--- src/rtl/io_host_port.sv ---
// io_host_port: host-side peer of the processor's memory-mapped I/O pins.
// One FIFO carries host words to read_in, the other returns write_out words to the host.
module io_host_port #(
  parameter int WIDTH = 16,
  parameter int IN_DEPTH = 4,
  parameter int OUT_DEPTH = 4,
  parameter logic [WIDTH-1:0] EMPTY_WORD = 16'h0000
) (
  input  logic             clock,
  input  logic             rst_n,
  input  logic [WIDTH-1:0] host_in_data,
  input  logic             host_in_valid,
  output logic             host_in_ready,
  output logic [WIDTH-1:0] host_out_data,
  output logic             host_out_valid,
  input  logic             host_out_ready,
  output logic [WIDTH-1:0] read_in,
  input  logic             cpu_read_ack,
  input  logic [WIDTH-1:0] write_out,
  input  logic             cpu_write_strobe,
  output logic             in_avail,
  output logic             out_full,
  output logic             overflow_err,
  output logic             underflow_err
);
  localparam int IA = $clog2(IN_DEPTH);
  localparam int OA = $clog2(OUT_DEPTH);
  localparam logic [IA:0] IN_FULL = (IA+1)'(IN_DEPTH);
  localparam logic [OA:0] OUT_FULL = (OA+1)'(OUT_DEPTH);

  logic [WIDTH-1:0] in_mem_q [IN_DEPTH];
  logic [WIDTH-1:0] out_mem_q [OUT_DEPTH];
  logic [IA:0] in_cnt_q, in_cnt_d;
  logic [IA-1:0] in_wp_q, in_wp_d, in_rp_q, in_rp_d;
  logic [OA:0] out_cnt_q, out_cnt_d;
  logic [OA-1:0] out_wp_q, out_wp_d, out_rp_q, out_rp_d;
  logic ovf_q, ovf_d, unf_q, unf_d;
  logic in_push, in_pop, out_push, out_pop;

  assign host_in_ready = in_cnt_q != IN_FULL;
  assign in_avail = in_cnt_q != '0;
  assign read_in = in_avail ? in_mem_q[in_rp_q] : EMPTY_WORD;
  assign host_out_valid = out_cnt_q != '0;
  assign out_full = out_cnt_q == OUT_FULL;
  assign host_out_data = host_out_valid ? out_mem_q[out_rp_q] : '0;
  assign overflow_err = ovf_q;
  assign underflow_err = unf_q;

  // Full-ness is judged on the pre-edge count, so a same-cycle pop never admits a push.
  always_comb begin
    in_push = host_in_valid && host_in_ready;
    in_pop = cpu_read_ack && in_avail;
    out_push = cpu_write_strobe && !out_full;
    out_pop = host_out_valid && host_out_ready;
    in_cnt_d = in_cnt_q + (IA+1)'(in_push) - (IA+1)'(in_pop);
    in_wp_d = in_wp_q + IA'(in_push);
    in_rp_d = in_rp_q + IA'(in_pop);
    out_cnt_d = out_cnt_q + (OA+1)'(out_push) - (OA+1)'(out_pop);
    out_wp_d = out_wp_q + OA'(out_push);
    out_rp_d = out_rp_q + OA'(out_pop);
    ovf_d = ovf_q || (cpu_write_strobe && out_full);
    unf_d = unf_q || (cpu_read_ack && !in_avail);
  end

  always_ff @(posedge clock or negedge rst_n) begin
    if (!rst_n) begin
      in_cnt_q <= '0;
      in_wp_q <= '0;
      in_rp_q <= '0;
      out_cnt_q <= '0;
      out_wp_q <= '0;
      out_rp_q <= '0;
      ovf_q <= 1'b0;
      unf_q <= 1'b0;
    end else begin
      in_cnt_q <= in_cnt_d;
      in_wp_q <= in_wp_d;
      in_rp_q <= in_rp_d;
      out_cnt_q <= out_cnt_d;
      out_wp_q <= out_wp_d;
      out_rp_q <= out_rp_d;
      ovf_q <= ovf_d;
      unf_q <= unf_d;
    end
  end

  // Storage needs no reset: outputs are gated by the counts.
  always_ff @(posedge clock) begin
    if (in_push) in_mem_q[in_wp_q] <= host_in_data;
    if (out_push) out_mem_q[out_wp_q] <= write_out;
  end
endmodule

--- config.mk ---
export PLATFORM = sky130hd
export DESIGN_NAME = io_host_port
export DESIGN_NICKNAME = d
export VERILOG_FILES = /design/src/rtl/io_host_port.sv
export SDC_FILE = /design/constraint.sdc
export NUM_CORES = 1
export LEC_CHECK = 0
export ABC_AREA = 1
export CAP_MARGIN = 40
export CORE_ASPECT_RATIO = 1.2
export CORE_MARGIN = 1.5
export CORE_UTILIZATION = 35
export DETAILED_ROUTE_END_ITERATION = 12
export PLACE_DENSITY = 0.56
export SLEW_MARGIN = 20
export SYNTH_ARGS = -nofsm -noshare
export SYNTH_HDL_FRONTEND = slang
export SYNTH_SLANG_ARGS = --single-unit
--- constraint.sdc ---
create_clock -name clock -period 4.14 [get_ports clock]
set_input_delay 0.621 -clock clock [delete_from_list [all_inputs] [get_ports clock]]
set_output_delay 0.621 -clock clock [all_outputs]
set_load 0.01 [all_outputs]
After elaboration in Yosys (flattened, before gate mapping)
Memory sizes are Yosys's and may differ from the RTL's.
Index checks and enable logic that the tools add are counted.
- output and inout port bits: 38
- flip-flop bits (word level): 16
- word-level logic and storage cells: 38
- memories: 2
- RAM bits: 128
- bits of input ports: 38
- memories (name ; depth ; width ; rd ports ; clocked after memory_dff ; wr ports ; line ; RTL):
    in_mem_q ; 4 ; 16 ; 1 ; 0 ; 1 ; 31 ; logic [WIDTH-1:0] in_mem_q [IN_DEPTH];
    out_mem_q ; 4 ; 16 ; 1 ; 0 ; 1 ; 32 ; logic [WIDTH-1:0] out_mem_q [OUT_DEPTH];
- multiplexer cells: 6
- add/subtract/negate cells: 8
- reductions and logical operators: 12
- equality and inequality tests: 2
- operator list (operator ; number):
    2-to-1 mux 16 bit ; 2
    adder 2 x 1 -> 2 bit ; 4
    adder 3 x 1 -> 3 bit ; 2
    logical AND 1 bit ; 6
    nonzero test 3 bit ; 2
    subtractor 3 x 1 -> 3 bit ; 2
    2-to-1 mux 1 bit ; 4
    == test 3 bit, second input constant ; 1
    inequality test 3 bit, second input constant ; 1
    zero test 1 bit ; 2
    logical OR 1 bit ; 2

Depth between registers and ports, before layout
Gate-level depths: netlist (run 1).
- depth in word-level cells: 5
- mapped depth: 10
- gate-level depth less buffers: 10

Least setup slack after synthesis (run 1)
No wires, ideal clock.
- kind: input-to-reg
- start point: input port cpu_write_strobe
- end point: memory out_mem_q[0][0], enable pin
- buffers on the path: 0
- arrival: 1.873 ns
- required time: 3.731 ns
- setup slack: 1.858 ns
- library setup time: 0.409 ns
- stages on the path: 2
- cells stage by stage: nand2_1 > nor3_1
- longest elaborated chain between the ends: 3
- ends and longest elaborated chain (item ; line ; RTL):
    from (decl) ; 20 ; input logic cpu_write_strobe,
    logical AND 1 bit ; 53 ; out_push = cpu_write_strobe && !out_full;
    2-to-1 mux 1 bit ; 90 ; if (out_push) out_mem_q[out_wp_q] <= write_out;
    2-to-1 mux 1 bit (not written as such) ; 90 ;
    to (decl) ; 32 ;
No other way between the ends.

Worst setup path in the final report (run 1)
- start point: register out_rp_q[1]
- end point: output port host_out_data[0]
- longest elaborated chain between the ends: 2
- ends and longest elaborated chain (item ; line ; RTL):
    from (decl) ; 36 ; logic [OA-1:0] out_wp_q, out_wp_d, out_rp_q, out_rp_d;
    from (signal assigned) ; 81 ; out_rp_q <= out_rp_d;
    memory (4 x 16 bit) ; n/a ;
    2-to-1 mux 16 bit ; 45 ; assign host_out_data = host_out_valid ? out_mem_q[out_rp_q] : '0;
    to (decl) ; 14 ; output logic [WIDTH-1:0] host_out_data,
No other way between the ends.

==> results of run 1 <==
==> critical path: stages, from the launching register on <==
cell             delay, ps
dfrtp_1                620
inv_2                  390
nand3_1                130
a21oi_1                210
clkdlybuf4s50_1        570
==> placed cells by master (no fill, tap or decap), types with 3 or more instances in the layout <==
| cell type | n |
|---|---|
| dfrtp_1 | 16 |
| clkdlybuf4s50_1 | 75 |
| ha_1 | 4 |
| inv_1 | 143 |
| xor2_1 | 3 |
| nand2_1 | 158 |
| nor2_1 | 4 |
| inv_2 | 7 |
| bufinv_16 | 4 |
| nand3_1 | 66 |
| nor3_2 | 4 |
| buf_4 | 11 |
| a21oi_1 | 32 |
| clkinv_2 | 3 |
| clkbuf_16 | 17 |
| edfxtp_1 | 128 |
==> sequential cells by signal, indices dropped and copies added (netlist names) <==
signal         cells
out_cnt_q          3
in_mem_q          64
out_rp_q           2
out_wp_q           2
in_cnt_q           3
overflow_err       1
in_wp_q            2
underflow_err      1
in_rp_q            2
out_mem_q         64
==> per-layer routing <==
| metal | global-route usage [%] | part of all wire (%) | vias up |
|---|---|---|---|
| met5 | 0 | 0 | - |
| met4 | 5.85 | 1.5 | 0 |
| met3 | 3.23 | 4.8 | 18 |
| met2 | 26.0 | 51 | 112 |
| met1 | 17.6 | 42 | 1970 |
| li1 | - | - | 2061 |
==> through the flow <==
stage          instances  total power, uW  instance area, um2
3_3_place_gp         883             4330                7250
5_1_grt              916             6310                7880
3_5_place_dp         883             4390                7250
2_1_floorplan        599             3460                6310
4_1_cts              915             6000                7870
6_report             916             5920                7880
==> worst paths after layout <==
| path | start | end | slack [ps] | cells past startpoint |
|---|---|---|---|---|
| worst max-delay path | out_rp_q[1]$_DFF_PN0_ | host_out_data[0] | 1170 | 4 |
| worst min-delay path | rst_n | overflow_err$_DFF_PN0_ | 480 | 1 |
| worst max register to register | out_cnt_q[1]$_DFF_PN0_ | out_cnt_q[2]$_DFF_PN0_ | 2170 | 9 |
| worst min register to register | overflow_err$_DFF_PN0_ | overflow_err$_DFF_PN0_ | 480 | 1 |
| max in group asynchronous | rst_n | out_cnt_q[0]$_DFF_PN0_ | 3240 | 2 |
| min in group clock | overflow_err$_DFF_PN0_ | overflow_err$_DFF_PN0_ | 480 | 1 |
==> power groups by stage <==
stage	Clock (uW)	Combinational (uW)	Sequential, uW
CTS	1620	2250	2130
detailed placement	0	2230	2160
floorplan	0	1380	2080
finish	1590	2210	2130
global placement	0	2190	2150
global route	1680	2470	2170
==> final cells by class <==
class	count	area share [%]
clock buffers	18	5.44
clock inverters	14	2.40
inverters	150	7.14
multi-input cells	283	17.0
flip-flops and latches	144	53.8
well taps	220	3.49
repair buffers	87	10.7
==> cell families after synthesis <==
family | share of synthesized area (%)
and+or+nand+nor | 15.9
buffers and inverters | 11.9
DFF | 67.2
AOI/OAI and AO/OA | 2.95
adders and majority gates | 1.43
xor gates and xnor gates | 0.555
==> out/results.tsv, run 1 <==
metric	value	unit
run status	completed	
synth top area cells	edfxtp_1 61%, nand2_1 9.4%, inv_1 8.5%	
Mapped Cells	599	
GRT Util Overall	14.8	%
Gate power share	37.2	%
vias	4161	
vias in the first global route	4175	
I/O Pins	76	
multi-input logic area	0.00134	mm2
sw frac	34.0	%
Hold WS	478	ps
initial antenna violation count	0	
unrepaired setup endpoints after global routing	no	
Placeable Area	0.0176	mm2
Die Height	150	um
Final Max Slew Viols	0	
GP Congestion	0.758	
# setup viols final	0	
final WL	13.0	mm
Starting DRT DRC Count	173	
first-pass GRT wire length	21.2	mm
flops & latches, synth	144	
Core Util, Final	44.9	%
DIE WIDTH	126	um
Ant. Diodes	0	
total grt overflow	0	
Antenna Nets Post-Route	0	
hold_buf cts	0	
total setup buffers inserted after CTS	0	
Worst-Skew Late Latency	420	ps
Arrival @ worst endpoint	2340	ps
vias per cell	4.54	
P_leak	0.00347	uW
MaxCap Viol Count	0	
Slew @ Worst Pin	666	ps
HP Class	primary input to asynchronous set/reset pin	
FILL cells	1585	
CTS sink count	144	
peak supply drop	0.425	mV
area growth from synthesis to layout	24.8	%
buffers from clock root to sink, at most	2	
Critical Path RT	3520	ps
top-count cell post-synth	nand2_1	
cell area after synthesis	0.00631	mm2
fmax	337	MHz
Synth area leader	edfxtp_1	
sequential power share	36.0	%
number of synthesized flops with an enable pin	128	
Worst Setup End Kind	output port	
Power Density	751	mW/mm2
skew final	7.19	ps
Reg clk slew, reported paths	60	ps
Clk pwr share	26.8	%
Tcrit/Tclk final	71.6	%
Num CTS Buffers	17	
row count	53	
Worst setup SP type	flip-flop	
root buffer cell	clkbuf_16	
Rel. slew slack	55.6	%
sequential fraction of the synthesis area	67.2	%
Post-synth ARST share	11.1	%
Syn Area/Cell	10.5	um2
share of cells above drive strength 1	8.62	%
Primary FF master, synth	edfxtp_1	
Reg area	0.00424	mm2
pin count of the biggest net entering global routing	36	
synth cell count leaders	158 x nand2_1, 143 x inv_1, 128 x edfxtp_1	
final worst path period need	2970	ps
Resize count post-CTS	0	
Port Buffer Count	75	
post-route setup slack	1170	ps
final setup TNS	0	ps
Hold Vio Cnt, Final	0	
top-area cell type share of the netlist area	60.9	%
syn nets	643	
crit path kind	flip-flop to output port	
drt pass-1 iters	4	
routed length per instance	14.2	um
Place WS	1590	ps
Initial Utilization	35.9	%
internal power	3910	uW
number of remaining DRC errors	0	
Ys Warns	0	
Sw Pwr	2020	uW
H-tree levels	4	
CTS tree	done	
crit path max fanout	18	
post-synth cell types	23	
post-DP HPWL	8.24	mm
nets@finish	727	
die area	0.0189	mm2
Power figures use the tool's default switching activity.
==> inputs of run 2 (changes only) <==
--- a/config.mk
+++ b/config.mk
@@ -11,7 +11,7 @@
 export CORE_MARGIN = 1.5
 export CORE_UTILIZATION = 35
 export DETAILED_ROUTE_END_ITERATION = 12
-export PLACE_DENSITY = 0.56
+export PLACE_DENSITY = 0.58
 export SLEW_MARGIN = 20
 export SYNTH_ARGS = -nofsm -noshare
 export SYNTH_HDL_FRONTEND = slang
==> constraint.sdc (replaced) <==
create_clock -name clock -period 2.41 [get_ports clock]
set_input_delay 0.3615 -clock clock [delete_from_list [all_inputs] [get_ports clock]]
set_output_delay 0.3615 -clock clock [all_outputs]
set_load 0.01 [all_outputs]
==> out/results.tsv, run 2 (synthesis results as in run 1) <==
metric	value	unit	change
run status	completed		unchanged
most common cell after layout, fill and taps aside	nand2_1		unchanged
Rel. slew slack	75.5	%	was 55.6%
Port Buffer Count	75		unchanged
routed length per instance	14.3	um	was 14.2 um
area growth from synthesis to layout	26.2	%	was 24.8%
Arrival @ worst endpoint	1940	ps	was 2340 ps
share of cells above drive strength 1	9.43	%	was 8.62%
Ant. Diodes	0		unchanged
P_leak	0.00367	uW	was 0.00347 uW
Reg clk slew, reported paths	60	ps	about the same
Antenna Nets Post-Route	0		unchanged
crit path max fanout	35		was 18
Starting DRT DRC Count	236		was 173
Placeable Area	0.0176	mm2	unchanged
number of remaining DRC errors	0		unchanged
total grt overflow	0		unchanged
vias	4209		was 4161
Tcrit/Tclk final	95.6	%	
CTS tree	done		unchanged
largest registers	in_mem_q x64, out_mem_q x64		unchanged
Power Density	1260	mW/mm2	was 751 mW/mm2
final setup TNS	0	ps	unchanged
most frequent cells in the layout	158 x nand2_1, 143 x inv_1, 128 x edfxtp_1		unchanged
Reg2Reg Setup Slack	450	ps	was 2170 ps
cell depth of the worst flop-to-flop path	9		unchanged
non-filler cells in the finished layout	920		was 916
vias per cell	4.58		was 4.54
FILL cells	1635		was 1585
drt pass-1 iters	6		was 4
final WL	13.2	mm	was 13.0 mm
pin count of the biggest net entering global routing	36		unchanged
fmax	434	MHz	
I/O Pins	76		unchanged
root buffer cell	clkbuf_16		unchanged
worst r2r src	out_cnt_q[1]$_DFF_PN0_		unchanged
unrepaired setup endpoints after global routing	no		unchanged
Critical Path RT	2050	ps	was 3520 ps
Slew @ Worst Pin	368	ps	was 666 ps
peak supply drop	0.668	mV	was 0.425 mV
# setup viols final	0		unchanged
first-pass GRT wire length	21.8	mm	was 21.2 mm
Core Util, Final	45.3	%	was 44.9%
nets@finish	731		was 727
vias in the first global route	4365		was 4175
final worst path period need	2300	ps	
Initial Utilization	35.9	%	unchanged
Worst setup SP type	flip-flop		unchanged
skew final	10.2	ps	was 7.19 ps
HP Class	primary input to asynchronous set/reset pin		unchanged
Worst-Skew Late Latency	420	ps	about the same
die area	0.0189	mm2	unchanged
Final Max Slew Viols	0		unchanged
Num CTS Buffers	17		unchanged
DIE WIDTH	126	um	unchanged
post-DP HPWL	8.26	mm	was 8.24 mm
CTS sink count	144		unchanged
row count	53		unchanged
Die Height	150	um	unchanged
Worst Setup End Kind	output port		unchanged
buffers from clock root to sink, at most	2		unchanged
GRT Util Overall	15.1	%	was 14.8%
Reg-to-Reg End	out_cnt_q[2]$_DFF_PN0_		unchanged
MaxCap Viol Count	0		unchanged
Hold Vio Cnt, Final	0		unchanged
CP Launch Point	in_rp_q[0]$_DFF_PN0_		was out_rp_q[1]$_DFF_PN0_
initial antenna violation count	0		unchanged
GP Congestion	0.699		was 0.758
H-tree levels	4		unchanged
placed cells	885		was 883
crit path kind	flip-flop to output port		unchanged
run 2: cell types whose count changed in the layout (fill, tap and decap cells not counted), moves of 2 or more:
cell	delta
clkdlybuf4s50_1	-17
inv_4	+3
clkinv_2	+3
clkinv_4	+2
bufinv_16	-2
buf_12	+2
dlymetal6s2s_1	+17
inv_2	-5
run 2: power by group:
group          total (uW)  internal (uW)  switching [uW]
clock network        2520           1520            1000
registers            3590           3350             243
logic                3940           1690            2260
total               10100           6550            3500
run 2: per-stage QoR:
step                      cell area (um2)  hold slack [ps]  worst slack, ps  power [uW]
after global placement               7290              452              333        7550
after CTS                            7900              421             5.45       10300
after detailed placement             7290              472              290        7640
final                                7970              109              106       10100
after floorplan                      6310             65.9              262        5940
after global routing                 7970             93.4             3.51       10700
run 2: layout make-up:
class,count,area (um2),area share [%]
Sequential cell,144,4250,53.3
Multi-Input combinational cell,283,1340,16.9
Timing Repair Buffer,91,950,11.9
Inverter,150,583,7.32
Clock buffer,18,429,5.39
Tap cell,220,275,3.46
Clock inverter,14,141,1.77
run 2: critical path: stages (launching register included):
cell and delay (ps):
dfrtp_1 420, buf_8 210, nand2_1 110, nand3_1 80, a21oi_1 150, clkdlybuf4s50_1 540
run 2: what timing repair did:
action | in CTS | in global routing
hold buffers | 0 | 0
endpoints found under the hold margin | 0 | 0
gates resized for setup | 7 | 23
gates cloned | 0 | 0
setup endpoints to repair | 32 | 29
buffers inserted | 2 | 0
run 2: per-layer routing:
| metal | vias up | wire, um | track usage [%] |
|---|---|---|---|
| li1 | 2066 | - | - |
| met1 | 2031 | 5460 | 17.2 |
| met2 | 93 | 6900 | 26.9 |
| met3 | 19 | 594 | 3.77 |
| met4 | 0 | 199 | 6.19 |
| met5 | - | 0 | 0 |
run 2: worst max-delay path by stage:
stage	cells after the start	to	slack, ps
after floorplan	4	out_mem_q[0][0]$_DFFE_PP_	260
after global placement	9	in_cnt_q[2]$_DFF_PN0_	330
after detailed placement	9	in_cnt_q[2]$_DFF_PN0_	290
after CTS	5	read_in[5]	5
after global routing	5	read_in[10]	4
final	5	read_in[6]	110
==> inputs of run 3 (changes only) <==
--- a/config.mk
+++ b/config.mk
@@ -12,7 +12,7 @@
 export CORE_UTILIZATION = 35
 export DETAILED_ROUTE_END_ITERATION = 12
 export PLACE_DENSITY = 0.58
-export SLEW_MARGIN = 20
+export SLEW_MARGIN = 15
 export SYNTH_ARGS = -nofsm -noshare
 export SYNTH_HDL_FRONTEND = slang
 export SYNTH_SLANG_ARGS = --single-unit
==> out/results.tsv, run 3 (synthesis results as in run 1) <==
metric	value	unit	change
run status	completed		unchanged
CTS sink count	144		unchanged
Port Buffer Count	75		unchanged
Ant. Diodes	0		unchanged
initial antenna violation count	0		unchanged
DIE WIDTH	126	um	unchanged
Clk pwr share	25.0	%	about the same
# setup viols final	0		unchanged
worst r2r src	out_cnt_q[1]$_DFF_PN0_		unchanged
post-route setup slack	106	ps	about the same
Worst-Skew Late Latency	420	ps	about the same
Num CTS Buffers	17		unchanged
placed cells	885		unchanged
Hold Vio Cnt, Final	0		unchanged
met3 wire len	587	um	was 594 um
skew final	9.96	ps	was 10.2 ps
vias per cell	4.58		about the same
vias	4211		was 4209
highest metal used	met4		unchanged
Initial Utilization	35.9	%	unchanged
CTS tree	done		unchanged
Antenna Nets Post-Route	0		unchanged
P_leak	0.00367	uW	about the same
Slew @ Worst Pin	370	ps	was 368 ps
Gate power share	39.2	%	about the same
DR WL met2	6.91	mm	was 6.90 mm
Reg2Reg Setup Slack	440	ps	was 450 ps
most common cell after layout, fill and taps aside	nand2_1		unchanged
Worst setup SP type	flip-flop		unchanged
final setup TNS	0	ps	unchanged
unrepaired setup endpoints after global routing	no		unchanged
number of remaining DRC errors	0		unchanged
pin count of the biggest net entering global routing	36		unchanged
I/O Pins	76		unchanged
most frequent cells in the layout	158 x nand2_1, 143 x inv_1, 128 x edfxtp_1		unchanged
Placeable Area	0.0176	mm2	unchanged
fmax	434	MHz	about the same
sequential power share	35.7	%	about the same
Reg-to-Reg End	out_cnt_q[2]$_DFF_PN0_		unchanged
die area	0.0189	mm2	unchanged
Pwr Total	10100	uW	about the same
HP Class	primary input to asynchronous set/reset pin		unchanged
non-filler cells in the finished layout	920		unchanged
row count	53		unchanged
MaxCap Viol Count	0		unchanged
Starting DRT DRC Count	229		was 236
share of cells above drive strength 1	9.43	%	unchanged
root buffer cell	clkbuf_16		unchanged
final worst path period need	2300	ps	about the same
GRT Util Overall	15.1	%	unchanged
routed length per instance	14.3	um	about the same
peak supply drop	0.669	mV	was 0.668 mV
crit path kind	flip-flop to output port		unchanged
Metal-1 WL	5.43	mm	was 5.46 mm
Tcrit/Tclk final	95.6	%	about the same
post-DP HPWL	8.26	mm	unchanged
final WL	13.1	mm	was 13.2 mm
Worst Setup End Kind	output port		unchanged
Sw Pwr	3500	uW	about the same
area growth from synthesis to layout	26.2	%	about the same
H-tree levels	4		unchanged
Final Max Slew Viols	0		unchanged
crit path max fanout	35		unchanged
Rel. slew slack	75.3	%	was 75.5%
GP Congestion	0.699		unchanged
Critical Path RT	2050	ps	about the same
sw frac	34.8	%	about the same
drt pass-1 iters	4		was 6
nets@finish	731		unchanged
largest registers	in_mem_q x64, out_mem_q x64		unchanged
cell depth of the worst flop-to-flop path	9		unchanged
internal power	6550	uW	about the same
Die Height	150	um	unchanged
total grt overflow	0		unchanged
Power Density	1260	mW/mm2	about the same
vias in the first global route	4365		unchanged
buffers from clock root to sink, at most	2		unchanged
first-pass GRT wire length	21.8	mm	unchanged
Place WS	290	ps	unchanged
Reg clk slew, reported paths	60	ps	about the same
Arrival @ worst endpoint	1940	ps	about the same
## run 3: changes by cell type in the layout (fill, tap and decap cells not counted)
cell | before | now
buf_8 | 1 | 2
buf_6 | 1 | 0
## run 3: cell type report
cell class	count	area [um2]
fill	1635	9600
sequential	144	4250
multi-input combinational	283	1340
timing repair buffer	91	953
inverter	150	583
clock buffer	18	429
tap	220	275
clock inverter	14	141
## run 3: worst max-delay path by stage
stage                                start                        end  slack (ps)  cells past startpoint
floorplan           out_cnt_q[1]$_DFF_PN0_  out_mem_q[0][0]$_DFFE_PP_         260                      4
global placement              cpu_read_ack      in_cnt_q[2]$_DFF_PN0_         330                      9
detailed placement            cpu_read_ack      in_cnt_q[2]$_DFF_PN0_         290                      9
CTS                   in_rp_q[0]$_DFF_PN0_                 read_in[5]           5                      5
global route          in_rp_q[0]$_DFF_PN0_                read_in[10]           4                      5
finish                in_rp_q[0]$_DFF_PN0_                 read_in[6]         110                      5
## run 3: per-stage QoR
stage	util, %	area, um2	hold WS [ps]
2_1_floorplan	-	6310	65.9
3_3_place_gp	41.5	7290	452
3_5_place_dp	41.5	7290	472
4_1_cts	44.9	7900	421
5_1_grt	45.4	7970	103
6_report	45.4	7970	118
## run 3: what timing repair did
item,in CTS,in global routing
buffers inserted,2,0
endpoints found under the hold margin,0,0
resized for setup,7,23
pin swaps,0,0
hold buffers,0,0
setup endpoints to repair,32,29
## run 3: routing by layer
metal	vias up	GRT usage, %
met5	-	0
met4	0	6.19
met3	19	3.77
met2	92	26.9
met1	2033	17.2
li1	2067	-
## run 3: power by group through the flow
stage / registers (uW) / clock network, uW / logic [uW]
2_1_floorplan: 3570 / 0 / 2370
3_3_place_gp: 3620 / 0 / 3930
3_5_place_dp: 3640 / 0 / 4000
4_1_cts: 3590 / 2580 / 4090
5_1_grt: 3640 / 2670 / 4400
6_report: 3590 / 2520 / 3940
## run 3: critical path, cell delays in order, from the launching register on
cell	delay, ps
dfrtp_1	420
buf_8	210
nand2_1	110
nand3_1	80
a21oi_1	150
clkdlybuf4s50_1	540
